## src/rtl/uart_tx.sv

```systemverilog
// -----------------------------------------------------------------------------
// uart_tx
//
// Serial UART transmitter. A word presented with Data_valid while idle is sent
// as: start bit (0), Data_width data bits LSB first, optional parity bit, one
// stop bit (1). Every bit is held for N clocks, where N is the prescale value
// captured when the word was accepted (0 is treated as 1), so this side runs
// on the same oversampling clock and prescale setting as its receiving peer.
//
// Ports
//   CLK         in   clock, everything on the rising edge
//   RST         in   synchronous active-low reset
//   P_DATA      in   word to transmit
//   Data_valid  in   request strobe, only honoured while busy = 0
//   prescale    in   clocks per bit (1..63, 0 behaves as 1)
//   PAR_EN      in   1 = append a parity bit after the data
//   PAR_TYP     in   0 = even parity, 1 = odd parity
//   TX_OUT      out  serial line, idles high (registered)
//   busy        out  high from the first start-bit cycle to the last
//                    stop-bit cycle (registered)
// -----------------------------------------------------------------------------
module uart_tx #(
    parameter int Data_width = 8
) (
    input  logic                  CLK,
    input  logic                  RST,
    input  logic [Data_width-1:0] P_DATA,
    input  logic                  Data_valid,
    input  logic [5:0]            prescale,
    input  logic                  PAR_EN,
    input  logic                  PAR_TYP,
    output logic                  TX_OUT,
    output logic                  busy
);

    localparam int BCW = (Data_width > 1) ? $clog2(Data_width) : 1;
    localparam logic [BCW-1:0] LAST_BIT = BCW'(Data_width - 1);

    typedef enum logic [2:0] {
        IDLE   = 3'd0,
        START  = 3'd1,
        DATA   = 3'd2,
        PARITY = 3'd3,
        STOP   = 3'd4
    } state_e;

    state_e                state_q,    state_d;
    logic [Data_width-1:0] shift_q,    shift_d;
    logic [5:0]            presc_q,    presc_d;
    logic                  par_en_q,   par_en_d;
    logic                  par_bit_q,  par_bit_d;
    logic [5:0]            edge_cnt_q, edge_cnt_d;
    logic [BCW-1:0]        bit_cnt_q,  bit_cnt_d;
    logic                  tx_q,       tx_d;
    logic                  busy_q,     busy_d;

    logic [5:0]            n_last_s;
    logic                  bit_done_s;

    // Last edge-counter value of a bit period; a captured prescale of 0
    // behaves like 1, so both give a one-cycle bit.
    assign n_last_s   = (presc_q == 6'd0) ? 6'd0 : (presc_q - 6'd1);
    assign bit_done_s = (edge_cnt_q == n_last_s);

    // Next-state and datapath update: frame sequencing, bit timing, shifting.
    always_comb begin
        state_d    = state_q;
        shift_d    = shift_q;
        presc_d    = presc_q;
        par_en_d   = par_en_q;
        par_bit_d  = par_bit_q;
        edge_cnt_d = edge_cnt_q;
        bit_cnt_d  = bit_cnt_q;

        case (state_q)
            IDLE: begin
                edge_cnt_d = 6'd0;
                bit_cnt_d  = '0;
                if (Data_valid) begin
                    // Everything the frame depends on is frozen here, so
                    // later input changes cannot disturb the frame.
                    shift_d   = P_DATA;
                    presc_d   = prescale;
                    par_en_d  = PAR_EN;
                    par_bit_d = (^P_DATA) ^ PAR_TYP;
                    state_d   = START;
                end else begin
                    state_d   = IDLE;
                end
            end
            START: begin
                if (bit_done_s) begin
                    edge_cnt_d = 6'd0;
                    state_d    = DATA;
                end else begin
                    edge_cnt_d = edge_cnt_q + 6'd1;
                end
            end
            DATA: begin
                if (bit_done_s) begin
                    edge_cnt_d = 6'd0;
                    shift_d    = shift_q >> 1;
                    if (bit_cnt_q == LAST_BIT) begin
                        bit_cnt_d = '0;
                        state_d   = par_en_q ? PARITY : STOP;
                    end else begin
                        bit_cnt_d = bit_cnt_q + BCW'(1);
                    end
                end else begin
                    edge_cnt_d = edge_cnt_q + 6'd1;
                end
            end
            PARITY: begin
                if (bit_done_s) begin
                    edge_cnt_d = 6'd0;
                    state_d    = STOP;
                end else begin
                    edge_cnt_d = edge_cnt_q + 6'd1;
                end
            end
            STOP: begin
                if (bit_done_s) begin
                    edge_cnt_d = 6'd0;
                    state_d    = IDLE;
                end else begin
                    edge_cnt_d = edge_cnt_q + 6'd1;
                end
            end
            default: begin
                state_d    = IDLE;
                edge_cnt_d = 6'd0;
                bit_cnt_d  = '0;
            end
        endcase
    end

    // Output decode from the upcoming state, so the registered line and busy
    // flag change on the same edge as the state itself.
    always_comb begin
        tx_d   = 1'b1;
        busy_d = 1'b0;
        case (state_d)
            IDLE: begin
                tx_d   = 1'b1;
                busy_d = 1'b0;
            end
            START: begin
                tx_d   = 1'b0;
                busy_d = 1'b1;
            end
            DATA: begin
                tx_d   = shift_d[0];
                busy_d = 1'b1;
            end
            PARITY: begin
                tx_d   = par_bit_d;
                busy_d = 1'b1;
            end
            STOP: begin
                tx_d   = 1'b1;
                busy_d = 1'b1;
            end
            default: begin
                tx_d   = 1'b1;
                busy_d = 1'b0;
            end
        endcase
    end

    // State, datapath and output registers with synchronous active-low reset.
    always_ff @(posedge CLK) begin
        if (!RST) begin
            state_q    <= IDLE;
            shift_q    <= '0;
            presc_q    <= 6'd0;
            par_en_q   <= 1'b0;
            par_bit_q  <= 1'b0;
            edge_cnt_q <= 6'd0;
            bit_cnt_q  <= '0;
            tx_q       <= 1'b1;
            busy_q     <= 1'b0;
        end else begin
            state_q    <= state_d;
            shift_q    <= shift_d;
            presc_q    <= presc_d;
            par_en_q   <= par_en_d;
            par_bit_q  <= par_bit_d;
            edge_cnt_q <= edge_cnt_d;
            bit_cnt_q  <= bit_cnt_d;
            tx_q       <= tx_d;
            busy_q     <= busy_d;
        end
    end

    assign TX_OUT = tx_q;
    assign busy   = busy_q;

endmodule

```

## config.mk

```make
export PLATFORM = sky130hd
export DESIGN_NAME = uart_tx
export DESIGN_NICKNAME = d
export VERILOG_FILES = /design/src/rtl/uart_tx.sv
export SDC_FILE = /design/constraint.sdc
export NUM_CORES = 1
export LEC_CHECK = 0
export ABC_AREA = 1
export BUFFER_PORTS_ARGS = -buffer_cell sky130_fd_sc_hd__buf_2
export CAP_MARGIN = 20
export CELL_PAD_IN_SITES_DETAIL_PLACEMENT = 1
export CELL_PAD_IN_SITES_GLOBAL_PLACEMENT = 1
export CORE_ASPECT_RATIO = 1.2
export CORE_UTILIZATION = 40
export CTS_CLUSTER_DIAMETER = 100
export DETAILED_ROUTE_END_ITERATION = 7
export PLACE_DENSITY = 0.82
export SLEW_MARGIN = 15
export SYNTH_ARGS = -nofsm -noshare
export SYNTH_HDL_FRONTEND = slang
export SYNTH_SLANG_ARGS = --single-unit
```

## constraint.sdc

```tcl
create_clock -name CLK -period 2.3 [get_ports CLK]
set_input_delay 0.115 -clock CLK [delete_from_list [all_inputs] [get_ports CLK]]
set_output_delay 0.115 -clock CLK [all_outputs]
set_load 0.02 [all_outputs]
```

* Word-level counts from Yosys, hierarchy flattened *
Cells that the tools add are included.
W data, S select, Z words.

word-level totals
  flip-flop bits (word level) = 30
  latch bits = 0
  memory bits (writable) = 0
  ROM bits = 0
  bits of input ports = 19
  output and inout port bits = 2
  word-level logic and storage cells = 59
  memories = 0

cells by class
  add/sub/neg operators = 3
  multiply operators = 0
  divide/modulo/power cells = 0
  order comparisons = 0
  equal/unequal tests = 12
  shifts and indexed selects = 0
  multiplexer cells = 19
  bitwise logic cells = 4
  reduce and logical (&&, ||, !) cells = 11

operators by type and width
  cell                   number
  $mux W3                8
  $mux W8                2
  $pmux W8 S2            1
  $pmux W3 S5            1
  $eq A3 B2 Y1 const B   4
  $eq A3 B3 Y1 const B   3
  $reduce_or A4 Y1       2
  $reduce_xor A8 Y1      1
  $add A6 B1 Y6 const B  1
  $eq A3 B1 Y1 const B   2
  $eq A6 B6 Y1           1
  $logic_not A6 Y1       1
  $mux W6                1
  $pmux W3 S2            1
  $reduce_or A3 Y1       2
  $sub A6 B1 Y6 const B  1
  $mux W1                4
  $ne A2 B2 Y1 const B   2
  $reduce_and A2 Y1      2
  $add A3 B1 Y3 const B  1
  $logic_not A3 Y1       1
  $not A1 Y1             3
  $pmux W1 S3            1
  $reduce_and A3 Y1      1
  other kinds (2)        2

* Depth between registers and ports, before layout *
  word-level depth = 8
  depth in mapped cells = 19
  mapped depth without buffers = 19

* Worst setup path before layout *
OpenSTA, ideal clock, no wires.

  kind = flip-flop to flip-flop
  from = register presc_q[0]
  to = register busy_q, in the netlist busy
  setup time = 0.109 ns
  arrival time = 1.729 ns
  required time = 2.191 ns
  slack = 0.462 ns
  stages on the path, launching flop included = 16
  path buffers = 0
  cell sequence = dfxtp_1 > inv_1 > ha_1 > nand2_1 > o21ai_1 > nand3_1 > nand2_1 > nand2_2 > nor2_8 > nand2_4 > nand2_2 > nand3_2 > nor2_2 > nand2_1 > nand2_1 > inv_1

between the ends
  word-level cells in the longest chain between the ends = 8
  elaborated cells on any way between the ends = 15
  classes of those cells = add/sub: 1; eq/ne: 5; mux: 7; reduce/logical: 2

RTL lines
  what                                               RTL line  text
  from (decl)                                        49        logic [5:0] presc_q, presc_d;
  from (signal assigned)                             185       presc_q <= presc_d;
  $sub A6 B1 Y6 or $logic_not A6 Y1 (tied branches)  62        assign n_last_s = (presc_q == 6'd0) ? 6'd0 : (presc_q - 6'd1);
  $mux W6 (*)                                        62
  $eq A6 B6 Y1 (*)                                   63        assign bit_done_s = (edge_cnt_q == n_last_s);
  $mux W3, on equally long branches                  -
  $pmux W3 S5 (*)                                    75        case (state_q)
  $eq A3 B3 Y1 (tied with other cells)               142       case (state_d)
  $reduce_or A4 Y1 (no source line) (*)              -
  $mux W1 (*)                                        142
  to (signal assigned)                               191       busy_q <= busy_d;
  to (decl)                                          55        logic busy_q, busy_d;

Every way passes the cells marked *; elsewhere a longest branch is shown, timed or not.
A chain may end at the register's enable or synchronous reset.

* Final worst setup path *
  from = register presc_q[0]
  to = register tx_q, in the netlist TX_OUT

between the ends
  word-level cells in the longest chain between the ends = 7
  elaborated cells on any way between the ends = 15
  classes of those cells = add/sub: 1; eq/ne: 4; mux: 9; reduce/logical: 1

RTL lines
  what                                               RTL line  text
  $sub A6 B1 Y6 or $logic_not A6 Y1 (tied branches)  62
  $mux W6 (*)                                        62
  $eq A6 B6 Y1 (*)                                   63
  $mux W3, on equally long branches                  -
  $pmux W3 S5                                        75
  $eq A3 B2 Y1 or $eq A3 B1 Y1 (tied branches)       142
  $pmux W1 S3 (*)                                    142
  to (signal assigned)                               190       tx_q <= tx_d;
  to (decl)                                          54        logic tx_q, tx_d;

Every way passes the cells marked *; elsewhere a longest branch is shown, timed or not. The select of a mux whose other input is x is not followed.

==> reports/results.ini <==
[synth]
syn_area_mm2 = 0.001782
synth_nets = 284
ys_seq_area_share_pct = 33.71
synth_adder_area_share_pct = 2.809
synth.largest_area_cell = dfxtp_1
synth_warnings = 0
synth-seq-cells = 30
avgSynthCellArea_um2 = 6.826
netlist.area_leader.share_pct = 33.71
synthTopCellsByArea = dfxtp_1 34%, nand2_1 14%, inv_1 7.4%, nand3_1 5.6%, nor2_1 4.8%
synthMuxAreaShare_pct = 0.6320
ys_types = 29
synth_cells = 261
synth-simple-area-share_pct = 38.13
synth_compound_area_share_pct = 11.24
synth_top_family_by_area = simple AND/OR/NAND/NOR gates
synth-xor-area-share_pct = 4.424

[pwr]
power.leakage_nw = 0.9456
p_total_w = 0.001385
p_per_area_mw_per_mm2 = 678.1
ir_drop_mv = 0.3071

[worst_setup_path]
crit_slowest_cell = dfxtp_1
worstReg2RegEnd = TX_OUT
cp.arrival_ps = 2230
rrSetupSlack_ps = 240
cp.depth = 15
path_max_fanout = 7
crit_family = simple AND/OR/NAND/NOR gates
critical-path-max-stage-delay_ps = 300
cp_num_buf_inv = 1
timing.rr.start = presc_q[0]
path_cells = inv_1, ha_2, nand2_1, o21ai_1, nand3_1, nand2_1, nand2_2, nor2_8, nand2_4, nand2_1, nand3_2, nand2_2, nor2_2, nor2_1, nand3_1
worstSetupEndpointType = register
crit_type = register to register
crit_start = presc_q[0]
ff2ff_path_depth = 15
required_ps = 2470
crit_end = TX_OUT
crit_path_start_kind = register
critPathMostFrequentCell = nand2_1

[floorplanning]
die_y_um = 75.11
placementRows = 26
start_util_pct = 41.81
fp.dieArea_mm2 = 0.004726
coreArea_mm2 = 0.004262
die_w_um = 62.93
top_level_ports = 21

[status]
status = finished, final reports clean

[placement]
place_congestion = 0.8257
hpwl_um = 3372
io_buffers = 20

[global_route]
grt_pass1_wl_um = 7493
grt_pass1_vias = 1709
grt_overflow = 0
grt_usage_pct = 20.74
grt_max_degree = 16
grt_antenna_before_repair = 0

[hold_path]
hold_path.class = input port to register

[clock_network]
cts_made_buffers = 5
root_buffer = clkbuf_8
worstSkewPairLatency_ps = 290
clkTransAtPathRegs_ps = 60
htree_num_levels = 2
cts_buffer_depth = 2
cts_setup_buffers = 0
cts_tree = done
cts.sinks = 30

[route]
final_antenna_net_count = 0
drcViolationCount = 0
drtIter0Drc = 72
wl_um = 4251
viasPerCell = 4.980
post_drt_wl_per_cell_um = 12.36
dr.pass1.iters = 4
num_vias = 1713

[final_layout]
final_common_cell = nand2_1
layout_common_cells = 68 x nand2_1, 35 x inv_1, 30 x dfxtp_1
final_core_util_pct = 47.92
area_growth_pct = 14.61
layout-drive-gt1-share_pct = 18.75
fin_nets = 310
n_antenna_cell = 0
fillerInstances = 596
multi_input_area_mm2 = 0.001022
seqCellArea_um2 = 600.6

[job]
cap_viol_max_count = 0

[timing]
setup_viol = 0
fin_crit_ps = 2059
relSlewSlack_pct = 66.49
finalHoldViolations = 0
fmax_ghz = 0.4857
skew_ps = 7.148
tns_ps = 0
finalCritPeriodShare_pct = 89.51
tightest_slew_ps = 502.1
slew_viol_final = 0
rsz0062_at_grt = no

[tightest hold or removal path, delay by kind of cell]
kind / cells / cell delay (ps)
buffers and inverters: 1 / 110
and+or+nand+nor: 1 / 60
AOI/OAI and AO/OA: 1 / 50
[Yosys cell counts]
library cell,number
o211ai_1,2
inv_1,35
a21oi_1,16
xnor2_1,5
nor3_1,3
a31oi_1,8
or2_2,1
nand3_4,1
ha_1,4
o21ai_1,2
xor2_1,4
o21ai_0,9
nand2_2,7
buf_6,1
clkinv_1,2
nand2_4,2
nand3_2,4
nand2_1,68
clkbuf_1,2
nand3b_1,1
dfxtp_1,30
nor2_1,23
nor2_8,2
nand4_1,1
nor3b_1,1
inv_2,1
nand3_1,20
nor2_2,5
mux2_2,1
[logic make-up after synthesis]
family	after synthesis
buffers and inverters	41
adders and majority gates	4
DFF	30
muxes	1
AOI/OAI and AO/OA	37
and+or+nand+nor	139
xor gates and xnor gates	9
[layer usage]
metal	up-vias	wire length, um	global-route usage [%]
met5	-	0	0
met2	19	2289	41.58
met1	805	1789	20.72
li1	882	-	-
met3	7	95	4.091
met4	0	76	9.302
[registers in the layout (all words and copies together) (netlist names)]
signal      cells
par_en_q        1
shift_q         8
edge_cnt_q      6
TX_OUT          1
state_q         3
par_bit_q       1
bit_cnt_q       3
busy            1
presc_q         6
[cell type report]
type / instances / share of cell area, %
flip-flops and latches: 30 / 29.41
clock inverters: 1 / 0.2451
clock buffers: 7 / 4.228
inverters: 38 / 6.985
multi-input cells: 190 / 50.06
repair buffers: 22 / 5.637
well taps: 56 / 3.431
[per-stage QoR]
step | cell area (um^2) | setup slack [ps] | cells | hold slack, ps
floorplan | 1782 | 461.8 | 261 | 264.0
global placement | 1948 | 263.3 | 336 | 377.1
detailed placement | 1948 | 197.5 | 336 | 386.3
CTS | 2039 | 183.4 | 344 | 88.14
global route | 2042 | 5.526 | 344 | 116.7
finish | 2042 | 241.2 | 344 | 93.37
[power breakdown]
group	switching (W)	internal (W)	total [W]
Clock	0.000202	0.000241	0.000443
Sequential	0.0000247	0.000554	0.000578
Combinational	0.000233	0.000131	0.000364
Total	0.000459	0.000926	0.00138
[what timing repair did]
item	4_1_cts	5_1_grt
gates resized for setup	0	1
endpoints found under the setup margin	0	1
hold buffers	0	0
[worst min path at each step]
stage / start / slack (ps) / end / depth (start not counted)
2_1_floorplan: P_DATA[7] / 260 / shift_q[7] / 2
3_3_place_gp: PAR_EN / 380 / par_en_q / 3
3_5_place_dp: PAR_EN / 390 / par_en_q / 3
4_1_cts: P_DATA[7] / 90 / shift_q[7] / 3
5_1_grt: PAR_EN / 120 / par_en_q / 3
6_report: P_DATA[7] / 90 / shift_q[7] / 3
Note: power is estimated with default switching activity, not from simulation.
